==> config.mk <==
export PLATFORM = sky130hd
export DESIGN_NAME = line_buffer_ctrl
export DESIGN_NICKNAME = d
export VERILOG_FILES = /design/src/rtl/line_buffer_ctrl.sv
export SDC_FILE = /design/constraint.sdc
export NUM_CORES = 1
export LEC_CHECK = 0
export ABC_AREA = 1
export CAP_MARGIN = 40
export CORE_ASPECT_RATIO = 1.25
export CORE_UTILIZATION = 50
export DETAILED_ROUTE_END_ITERATION = 10
export PLACE_DENSITY = 0.74
export SYNTH_ARGS = -nofsm -noshare
export SYNTH_HDL_FRONTEND = slang
export SYNTH_SLANG_ARGS = --single-unit
==> constraint.sdc <==
create_clock -name i_clk -period 2.94 [get_ports i_clk]
set_clock_uncertainty 0.05 [all_clocks]
set_input_delay 0.294 -clock i_clk [delete_from_list [all_inputs] [get_ports i_clk]]
set_output_delay 0.294 -clock i_clk [all_outputs]
set_load 0.01 [all_outputs]
==> src/rtl/line_buffer_ctrl.sv <==
// Sequencing controller for four line buffers producing a 3-row vertical window stream.
// Optional sticky protocol-error output o_err is enabled by defining LBCTRL_ERR_EN.
module line_buffer_ctrl #(
    parameter int LINE_W = 30,
    parameter int IMG_H  = 30
) (
    input  logic                      i_clk,
    input  logic                      i_rst_n,
    input  logic                      i_frame_start,
    input  logic                      i_pix_valid,
    output logic                      o_pix_ready,
    output logic                      o_lb_rst,
    output logic [3:0]                o_lb_wr,
    output logic [3:0]                o_lb_rd,
    output logic [1:0]                o_row_sel,
    output logic [$clog2(LINE_W)-1:0] o_col,
    output logic                      o_win_valid,
    input  logic                      i_win_ready,
    output logic                      o_frame_done
`ifdef LBCTRL_ERR_EN
    ,
    output logic                      o_err
`endif
);

    localparam int COL_W = $clog2(LINE_W);
    localparam int ROW_W = $clog2(IMG_H + 1);

    localparam logic [COL_W-1:0] LAST_COL     = COL_W'(LINE_W - 1);
    localparam logic [ROW_W-1:0] ROWS_TOTAL   = ROW_W'(IMG_H);
    localparam logic [ROW_W-1:0] WIN_ROWS     = ROW_W'(IMG_H - 2);
    localparam logic [ROW_W-1:0] LAST_WIN_ROW = ROW_W'(IMG_H - 3);

    typedef enum logic [1:0] {
        IDLE   = 2'd0,
        ACTIVE = 2'd1,
        DONE   = 2'd2
    } state_t;

    state_t state_q, state_d;

    logic [1:0]       wr_idx_q,     wr_idx_d;
    logic [COL_W-1:0] wr_col_q,     wr_col_d;
    logic [ROW_W-1:0] rows_wr_q,    rows_wr_d;
    logic [1:0]       row_sel_q,    row_sel_d;
    logic [COL_W-1:0] rd_col_q,     rd_col_d;
    logic [ROW_W-1:0] win_rows_q,   win_rows_d;
    logic [2:0]       rows_valid_q, rows_valid_d;

    logic frame_go;
    logic accept;
    logic handshake;
    logic line_done;
    logic row_done;
    logic last_window;

    assign frame_go    = (state_q == IDLE) && i_frame_start;
    assign accept      = i_pix_valid && o_pix_ready;
    assign handshake   = o_win_valid && i_win_ready;
    assign line_done   = accept && (wr_col_q == LAST_COL);
    assign row_done    = handshake && (rd_col_q == LAST_COL);
    assign last_window = row_done && (win_rows_q == LAST_WIN_ROW);

    always_ff @(posedge i_clk) begin
        if (!i_rst_n) begin
            state_q <= IDLE;
        end else begin
            state_q <= state_d;
        end
    end

    always_comb begin
        state_d = state_q;
        case (state_q)
            IDLE:    if (i_frame_start) state_d = ACTIVE;
            ACTIVE:  if (last_window)   state_d = DONE;
            DONE:    state_d = IDLE;
            default: state_d = IDLE;
        endcase
    end

    always_comb begin
        o_pix_ready  = 1'b0;
        o_win_valid  = 1'b0;
        o_frame_done = 1'b0;
        case (state_q)
            ACTIVE: begin
                o_pix_ready = (rows_wr_q < ROWS_TOTAL) && (rows_valid_q < 3'd4);
                o_win_valid = (rows_valid_q >= 3'd3) && (win_rows_q < WIN_ROWS);
            end
            DONE:    o_frame_done = 1'b1;
            default: ;
        endcase
    end

    // The one buffer not read is the one three slots past the top row.
    assign o_lb_wr   = accept ? (4'b0001 << wr_idx_q) : 4'b0000;
    assign o_lb_rd   = handshake ? ~(4'b0001 << (row_sel_q + 2'd3)) : 4'b0000;
    assign o_lb_rst  = ~i_rst_n | frame_go;
    assign o_row_sel = row_sel_q;
    assign o_col     = rd_col_q;

    always_comb begin
        wr_idx_d     = wr_idx_q;
        wr_col_d     = wr_col_q;
        rows_wr_d    = rows_wr_q;
        row_sel_d    = row_sel_q;
        rd_col_d     = rd_col_q;
        win_rows_d   = win_rows_q;
        rows_valid_d = rows_valid_q;

        if (frame_go) begin
            wr_idx_d     = '0;
            wr_col_d     = '0;
            rows_wr_d    = '0;
            row_sel_d    = '0;
            rd_col_d     = '0;
            win_rows_d   = '0;
            rows_valid_d = '0;
        end else begin
            if (accept) begin
                if (line_done) begin
                    wr_col_d  = '0;
                    wr_idx_d  = wr_idx_q + 2'd1;
                    rows_wr_d = rows_wr_q + ROW_W'(1);
                end else begin
                    wr_col_d  = wr_col_q + COL_W'(1);
                end
            end

            if (handshake) begin
                if (row_done) begin
                    rd_col_d   = '0;
                    row_sel_d  = row_sel_q + 2'd1;
                    win_rows_d = win_rows_q + ROW_W'(1);
                end else begin
                    rd_col_d   = rd_col_q + COL_W'(1);
                end
            end

            // A line landing while a row retires leaves the occupancy unchanged.
            case ({line_done, row_done})
                2'b10:   rows_valid_d = rows_valid_q + 3'd1;
                2'b01:   rows_valid_d = rows_valid_q - 3'd1;
                default: ;
            endcase
        end
    end

    always_ff @(posedge i_clk) begin
        if (!i_rst_n) begin
            wr_idx_q     <= '0;
            wr_col_q     <= '0;
            rows_wr_q    <= '0;
            row_sel_q    <= '0;
            rd_col_q     <= '0;
            win_rows_q   <= '0;
            rows_valid_q <= '0;
        end else begin
            wr_idx_q     <= wr_idx_d;
            wr_col_q     <= wr_col_d;
            rows_wr_q    <= rows_wr_d;
            row_sel_q    <= row_sel_d;
            rd_col_q     <= rd_col_d;
            win_rows_q   <= win_rows_d;
            rows_valid_q <= rows_valid_d;
        end
    end

`ifdef LBCTRL_ERR_EN
    logic err_q;
    logic err_event;

    assign err_event = (i_frame_start && (state_q != IDLE)) ||
                       (i_pix_valid && (state_q == IDLE));

    always_ff @(posedge i_clk) begin
        if (!i_rst_n) begin
            err_q <= 1'b0;
        end else if (err_event) begin
            err_q <= 1'b1;
        end
    end

    assign o_err = err_q;
`endif

endmodule
* After elaboration in Yosys (flattened, before gate mapping)
Index checks and enable logic that the tools add are counted.
** Operators by class
- Equality and inequality tests :: 9
- Shift operators :: 2
- Reduce and logical (&&, ||, !) cells :: 14
- $add $sub $neg :: 9
- Bitwise gates (word level) :: 3
- Mux-type cells :: 11
- $lt $le $gt $ge :: 4
** Operators by type and width (number)
- $add 5x1->5 const B :: 4
- $eq 5x5->1 const B :: 3
- $lt 5x5->1 const B :: 2
- $mux 5 :: 2
- $logic_and 1x1->1 :: 8
- $mux 4 :: 2
- $shl 1x2->4 const A :: 2
- $pmux 3 s2 :: 1
- $reduce_and 2->1 :: 3
- $add 2x1->2 const B :: 2
- $eq 2x1->1 const B :: 2
- $eq 2x2->1 const B :: 2
- $mux 2 :: 2
- $ne 2x2->1 const B :: 2
- $not 4->4 :: 1
- $pmux 2 s2 :: 1
- $add 3x1->3 const B :: 1
- $ge 3x2->1 const B :: 1
- $lt 3x3->1 const B :: 1
- $mux 1 :: 3
- $sub 3x1->3 const B :: 1
- $add 2x2->2 const B :: 1
- $logic_not 2->1 :: 1
- $reduce_bool 2->1 :: 1
- other kinds (3) :: 3
** Storage, ports and cells
- Register bits :: 29
- Logic and storage cells :: 60
- Input port bits :: 5

* Longest topological paths before layout
Gate-level depths: netlist of the first run.
- Depth in word-level cells :: 8
- Depth in mapped cells :: 13
- Gate-level depth less buffers :: 13

* Worst setup path before layout of the first run
OpenSTA, ideal clock, no wires.
- Path type :: flip-flop to flip-flop
- Start :: register rd_col_q[0], in the netlist o_col[0]
- End :: register rows_valid_q[2]
- Period minus slack after synthesis :: 2.254 ns
- Arrival :: 2.082 ns
- Data required time :: 2.768 ns
- Path slack :: 0.686 ns
- Cell stages (with the launch flop) :: 13
- Cells stage by stage :: dfxtp_1 -> ha_1 -> nand2_1 -> nor2_4 -> inv_1 -> nor2_4 -> ha_1 -> inv_1 -> fa_1 -> a21oi_1 -> o21ai_0 -> o21ai_0 -> a21oi_1
** Between the ends
- Word-level cells in the longest chain between the ends :: 4
- Elaborated cells on any way between the ends :: 6
- Classes of those cells :: 3 x eq/ne; 1 x mux; 2 x reduce/logical
** RTL lines
- start: declaration :: line 46 : logic [COL_W-1:0] rd_col_q, rd_col_d;
- start signal: assignment :: line 164 : rd_col_q <= rd_col_d;
- $eq 5x5->1 (*) :: line 61 : assign row_done = handshake && (rd_col_q == LAST_COL);
- $logic_and 1x1->1 (*) :: line 61
- $eq 2x1->1 / $eq 2x2->1 (equally long branches) :: line 142 : case ({line_done, row_done})
- $pmux 3 s2 / $reduce_bool 2->1 (equally long branches)
- end signal: assignment :: line 166 : rows_valid_q <= rows_valid_d;
- end: declaration :: line 48 : logic [2:0] rows_valid_q, rows_valid_d;
Every way passes the cells marked *; elsewhere a longest branch is shown, timed or not.
A chain may end at the register's enable or synchronous reset.

* Worst setup path after layout of the first run
Same ends and word-level chain as after synthesis.

==> flow_metrics.py, run 1 <==
metrics = {
    "status": {
        "status": "complete, no violations",
    },
    "detailed_routing": {
        "wl_per_cell_um": 10.54,
        "drtIter0Drc": 18,
        "vias_per_cell": 4.922,
        "drc_errors": 0,
        "totalWireLength_um": 3089,
        "firstDrtPassIters": 4,
        "ant_nets": 0,
        "vias": 1442,
    },
    "critical_path": {
        "rrSetupSlack_ns": 0.55,
        "path_class": "register to register",
        "rr_endpoint": "rows_valid_q[2]",
        "path_max_fanout": 7,
        "crit_required_ns": 3.06,
        "reg2reg_depth": 12,
        "worstSetupEndpointType": "register",
        "reg2reg_from": "o_col[0]",
        "start_kind": "register",
        "arrival_ns": 2.50,
    },
    "timing": {
        "period_share": 0.8115,
        "max_clock_freq_ghz": 0.4192,
        "hold_violations": 0,
        "max-slew-margin-rel": 0.8209,
        "setup_viol": 0,
        "period_needed_ns": 2.386,
        "rsz0062_at_grt": "false",
        "drv_slew": 0,
        "worst_pin_slew_ns": 0.2682,
        "tns_ns": 0,
    },
    "flow_run": {
        "drv_cap": 0,
    },
    "clocking": {
        "post_cts_resize_count": 0,
        "clock_latency_ns": 0.28,
        "holdBufCountCts": 0,
        "clockBufferDepth": 2,
        "cts-htree-levels": 2,
        "cts-root-buf": "clkbuf_8",
        "cts_tree": "yes",
        "post-cts-setup-buffers": 0,
        "cts.sinks": 29,
        "cts_buffers": 5,
        "clkTransAtPathRegs_ns": 0.06,
    },
    "logic_synthesis": {
        "ys_seq_area_frac": 0.3417,
        "synth_nets": 248,
        "synth-edff-count": 0,
        "yosysTopAreaCellShare": 0.3417,
        "ys.flop_type": "dfxtp_1",
        "syn_area_per_cell_um2": 7.485,
        "netlist_top_cells_area": "dfxtp_1 (34%), ha_1 (11%), nand2_1 (10%)",
        "synthCells": 227,
        "synth_cell_type_count": 24,
        "syn_area_mm2": 0.001699,
        "synth_common_cells": "nand2_1 (46), nor2_1 (31), dfxtp_1 (29), inv_1 (29), a21oi_1 (18)",
        "synthMostInstantiatedCell": "nand2_1",
        "ys_async_sr_fraction": 0,
        "synth-seq-cells": 29,
        "yosysWarnings": 0,
        "yosysTopAreaCell": "dfxtp_1",
    },
    "pwr": {
        "power_switching_mw": 0.1777,
        "p_int_mw": 0.6002,
        "ir_drop_mv": 0.3349,
        "p_leak_nw": 0.8068,
        "clkPwrFrac": 0.424,
        "comb_power_share": 0.066,
        "swShare": 0.2285,
        "power_density_mw_per_mm2": 377.7,
        "fin_total_pwr_mw": 0.7779,
        "p_seq_frac": 0.510,
    },
    "layout": {
        "nNetsFinal": 277,
        "area_growth_pct": 21.21,
        "drive_above_1_share": 0.09766,
        "diodes": 0,
        "fin_area_mm2": 0.002059,
    },
    "global_routing": {
        "antenna_found_initial": 0,
        "grt_max_degree": 17,
        "grt_pass1_wl_um": 5244,
        "grt_pass1_vias": 1297,
        "grt.overflow.total": 0,
        "grt_use_total": 0.2002,
    },
    "floorplan": {
        "fp.dieW_um": 54.14,
        "die_h_um": 67.18,
        "start_util": 0.5272,
        "fp.dieArea_mm2": 0.003637,
        "rows": 23,
        "pin_count": 24,
        "coreArea_mm2": 0.003223,
    },
    "placement": {
        "dpl.hpwl_um": 2287,
        "gp_congestion": 0.7855,
        "numPortBuffers": 23,
        "placed_cell_area_mm2": 0.001973,
    },
    "hold_path": {
        "hp-start": "win_rows_q[4]",
        "whs_path_depth": 2,
        "min_path_type": "register to register",
        "worst_hold_path.endpoint": "win_rows_q[4]",
    },
}
-- routing by layer --
metal	wire length, um	part of all wire	vias to the layer above	global-route usage
met5	0	0	-	0
met4	68	0.022	0	0.08654
met3	135	0.044	7	0.07658
met2	1485	0.48	23	0.3384
met1	1399	0.45	640	0.2164
li1	-	-	772	-
-- area by class of cell --
cell class | count | area [um2]
Inverter | 32 | 121.4
Multi-Input combinational cell | 164 | 987.2
Tap cell | 37 | 46.29
Fill cell | 291 | 1164
Clock buffer | 7 | 86.33
Sequential cell | 29 | 580.6
Timing Repair Buffer | 24 | 237.7
-- per-stage QoR --
step | hold WS, ns | worst slack (ns) | util | cells
2_1_floorplan | 0.3532 | 0.6859 | - | 227
3_3_place_gp | 0.4230 | 0.6189 | 0.6122 | 286
3_5_place_dp | 0.4312 | 0.5635 | 0.6122 | 286
4_1_cts | 0.4405 | 0.5446 | 0.6390 | 293
5_1_grt | 0.4727 | 0.3543 | 0.6390 | 293
6_report | 0.4417 | 0.5542 | 0.6390 | 293
-- registers in the layout, summed over array words and instances (netlist names) --
| register | flops |
|---|---|
| o_col | 5 |
| o_row_sel | 2 |
| rows_valid_q | 3 |
| rows_wr_q | 5 |
| state_q | 2 |
| win_rows_q | 5 |
| wr_col_q | 5 |
| wr_idx_q | 2 |
-- worst max-delay path by stage --
| stage | slack [ns] | startpoint | depth (start not counted) | to |
|---|---|---|---|---|
| global route | 0.35 | o_col[0] | 12 | rows_valid_q[2] |
| CTS | 0.54 | o_col[0] | 12 | rows_valid_q[2] |
| global placement | 0.62 | i_win_ready | 10 | rows_valid_q[2] |
| floorplan | 0.69 | o_col[0] | 12 | rows_valid_q[2] |
| detailed placement | 0.56 | o_col[0] | 12 | rows_valid_q[2] |
| finish | 0.55 | o_col[0] | 12 | rows_valid_q[2] |
-- cells by family (layout without fill, tap and decap cells) --
family,Yosys count,in the layout,share of synthesized area
compound gates,25,25,0.07585
buf+inv,34,63,0.07732
simple gates,113,113,0.3314
fa+ha+maj,16,16,0.1222
flops,29,29,0.3417
xor+xnor,10,10,0.05155
-- power groups by stage --
| stage | Sequential, mW | Clock, mW | Combinational [mW] |
|---|---|---|---|
| 3_3_place_gp | 0.405 | 0 | 0.0521 |
| 6_report | 0.397 | 0.329 | 0.0515 |
| 4_1_cts | 0.397 | 0.343 | 0.0527 |
| 2_1_floorplan | 0.405 | 0 | 0.0312 |
| 3_5_place_dp | 0.406 | 0 | 0.0523 |
| 5_1_grt | 0.397 | 0.355 | 0.0578 |
-- placed cells by master, fill, tap and decap left out --
master	synthesis	routed
nand3_2	1	1
nor2_1	31	31
a21oi_2	1	1
nor3_1	2	2
nand2_1	46	46
dfxtp_1	29	29
xor2_1	7	7
nand4_1	2	2
a21oi_1	18	18
clkbuf_1	0	1
clkbuf_8	0	6
nand3b_4	1	1
nor2_4	5	5
inv_1	29	29
xnor2_1	3	3
nor2_8	1	1
clkdlybuf4s50_1	0	23
fa_1	1	1
o21ai_0	6	6
clkinv_2	1	1
nand3_1	17	17
buf_4	0	1
nand3b_1	1	1
inv_2	2	2
ha_1	15	15
nand2_4	3	3
nand2_2	3	3
-- worst max-delay path, cell delays in order, from the launching register on --
cell and delay (ns):
dfxtp_1 0.41, ha_1 0.17, nand2_1 0.08, nor2_4 0.18, inv_1 0.11, nor2_4 0.19, ha_1 0.17, inv_1 0.06
fa_1 0.37, a21oi_1 0.14, o21ai_0 0.11, o21ai_0 0.17, a21oi_1 0.05
(Power assumes the default switching activity.)
==> run 2: changes to the inputs <==
==> constraint.sdc (replaced) <==
create_clock -name i_clk -period 2.2 [get_ports i_clk]
set_clock_uncertainty 0.05 [all_clocks]
set_input_delay 0.22 -clock i_clk [delete_from_list [all_inputs] [get_ports i_clk]]
set_output_delay 0.22 -clock i_clk [all_outputs]
set_load 0.01 [all_outputs]
==> run 2 against run 1 <==
Net effect: via count up 1.2%; register-to-register slack got worse by 0.43 ns; sequential power up 34%; global-route usage rose by 0.85 points; flip-flop and latch count is the same; sequential share of layout area shrank 0.88 points; final area grew 3.5%; clock power is 48% higher; largest cell class unchanged; highest routed layer unchanged; total power grew 40%.
==> flow_metrics.py, run 2 (synthesized netlist as in run 1, its figures left out) <==
metrics = {
    "global_routing": {
        "grt_use_total": 0.2087,
        "antenna_found_initial": 0,
        "grt.overflow.total": 0,
        "grt_pass1_vias": 1359,
        "grt_pass1_wl_um": 5457,
        "grt_max_degree": 17,
    },
    "floorplan": {
        "die_h_um": 67.18,
        "coreArea_mm2": 0.003223,
        "rows": 23,
        "pin_count": 24,
        "fp.dieArea_mm2": 0.003637,
        "fp.dieW_um": 54.14,
        "start_util": 0.5272,
    },
    "timing": {
        "max-slew-margin-rel": 0.7994,
        "worst_pin_slew_ns": 0.3001,
        "period_share": 0.9424,
        "hold_violations": 0,
        "rsz0062_at_grt": "false",
        "max_clock_freq_ghz": 0.4823,
        "period_needed_ns": 2.073,
        "tns_ns": 0,
        "setup_viol": 0,
        "drv_slew": 0,
    },
    "critical_path": {
        "reg2reg_depth": 13,
        "worstSetupEndpointType": "register",
        "arrival_ns": 2.20,
        "start_kind": "register",
        "path_max_fanout": 5,
        "path_class": "register to register",
        "rr_endpoint": "rows_valid_q[2]",
        "endpoint": "rows_valid_q[2]",
        "startpoint": "state_q[0]",
        "rrSetupSlack_ns": 0.13,
        "reg2reg_from": "state_q[0]",
        "crit_required_ns": 2.32,
    },
    "layout": {
        "mostFrequentLayoutCells": "nand2_1 (46), nor2_1 (31), inv_1 (29), dfxtp_1 (28), clkdlybuf4s50_1 (19)",
        "diodes": 0,
        "fin_area_mm2": 0.002131,
        "nNetsFinal": 283,
        "final_common_cell": "nand2_1",
        "area_growth_pct": 25.40,
        "drive_above_1_share": 0.1293,
    },
    "clocking": {
        "cts_tree": "yes",
        "cts.sinks": 29,
        "clockBufferDepth": 2,
        "post-cts-setup-buffers": 0,
        "post_cts_resize_count": 0,
        "holdBufCountCts": 0,
        "cts-htree-levels": 2,
        "clkTransAtPathRegs_ns": 0.06,
        "clock_latency_ns": 0.28,
        "cts-root-buf": "clkbuf_8",
        "cts_buffers": 5,
    },
    "pwr": {
        "p_leak_nw": 0.9221,
        "p_int_mw": 0.8367,
        "swShare": 0.2303,
        "comb_power_share": 0.064,
        "power_switching_mw": 0.2503,
        "clkPwrFrac": 0.448,
        "p_seq_frac": 0.488,
        "ir_drop_mv": 0.4339,
        "power_density_mw_per_mm2": 510.1,
    },
    "detailed_routing": {
        "vias": 1459,
        "wl_per_cell_um": 10.89,
        "vias_per_cell": 4.863,
        "totalWireLength_um": 3267,
        "firstDrtPassIters": 4,
        "ant_nets": 0,
        "drtIter0Drc": 21,
        "drc_errors": 0,
    },
    "status": {
        "status": "complete, no violations",
    },
    "placement": {
        "dpl.hpwl_um": 2375,
        "placed_cell_area_mm2": 0.002019,
        "numPortBuffers": 23,
        "gp_congestion": 0.8074,
    },
    "flow_run": {
        "drv_cap": 0,
    },
    "hold_path": {
        "min_path_type": "register to register",
    },
}
run 2: critical path: stages, from the launching register on:
cell and delay (ns):
dfxtp_1 0.34, inv_2 0.07, nor2_8 0.11, inv_1 0.08, nor2_4 0.15, nand2_4 0.07
nor2_4 0.08, ha_1 0.14, inv_1 0.07, fa_1 0.39, a21oi_1 0.17, o21ai_1 0.10
o21ai_1 0.12, a21oi_1 0.05
run 2: layout make-up:
cell class / instances / area [um2]
Sequential cell: 29 / 581.8
Clock inverter: 1 / 5.005
Inverter: 32 / 121.4
Fill cell: 286 / 1092
Multi-Input combinational cell: 164 / 987.2
Clock buffer: 7 / 96.34
Tap cell: 37 / 46.29
Timing Repair Buffer: 30 / 292.8
run 2: worst min-delay path by stage:
stage,startpoint,to,depth (start not counted)
after detailed placement,rows_wr_q[1],rows_wr_q[1],2
final,rows_wr_q[1],rows_wr_q[1],2
after global routing,rows_wr_q[1],rows_wr_q[1],2
after floorplan,i_rst_n,state_q[0],2
after global placement,rows_wr_q[1],rows_wr_q[1],2
after CTS,rows_wr_q[1],rows_wr_q[1],2
run 2: power by group through the flow:
| stage | clock network [mW] | logic, mW | registers (mW) |
|---|---|---|---|
| detailed placement | 0 | 0.0696 | 0.542 |
| finish | 0.487 | 0.0693 | 0.530 |
| global placement | 0 | 0.0695 | 0.542 |
| floorplan | 0 | 0.0416 | 0.542 |
| CTS | 0.502 | 0.0700 | 0.530 |
| global route | 0.522 | 0.0789 | 0.530 |
run 2: through the flow:
step	setup WS (ns)	power, mW	utilization	hold slack, ns	std cells
3_3_place_gp	0.1061	0.6112	0.6266	0.4259	292
6_report	0.1267	1.087	0.6611	0.4372	300
3_5_place_dp	0.03346	0.6115	0.6266	0.4312	292
5_1_grt	0.001293	1.131	0.6611	0.4604	300
4_1_cts	0.03534	1.102	0.6580	0.4406	300
2_1_floorplan	0.01175	0.5832	-	0.2792	227
run 2: per-layer routing:
layer / vias to the layer above / track usage / share of wire
met5: - / 0 / 0
met4: 0 / 0.1026 / 0.023
met3: 8 / 0.06757 / 0.049
met2: 29 / 0.3598 / 0.48
met1: 641 / 0.2213 / 0.44
li1: 781 / - / -
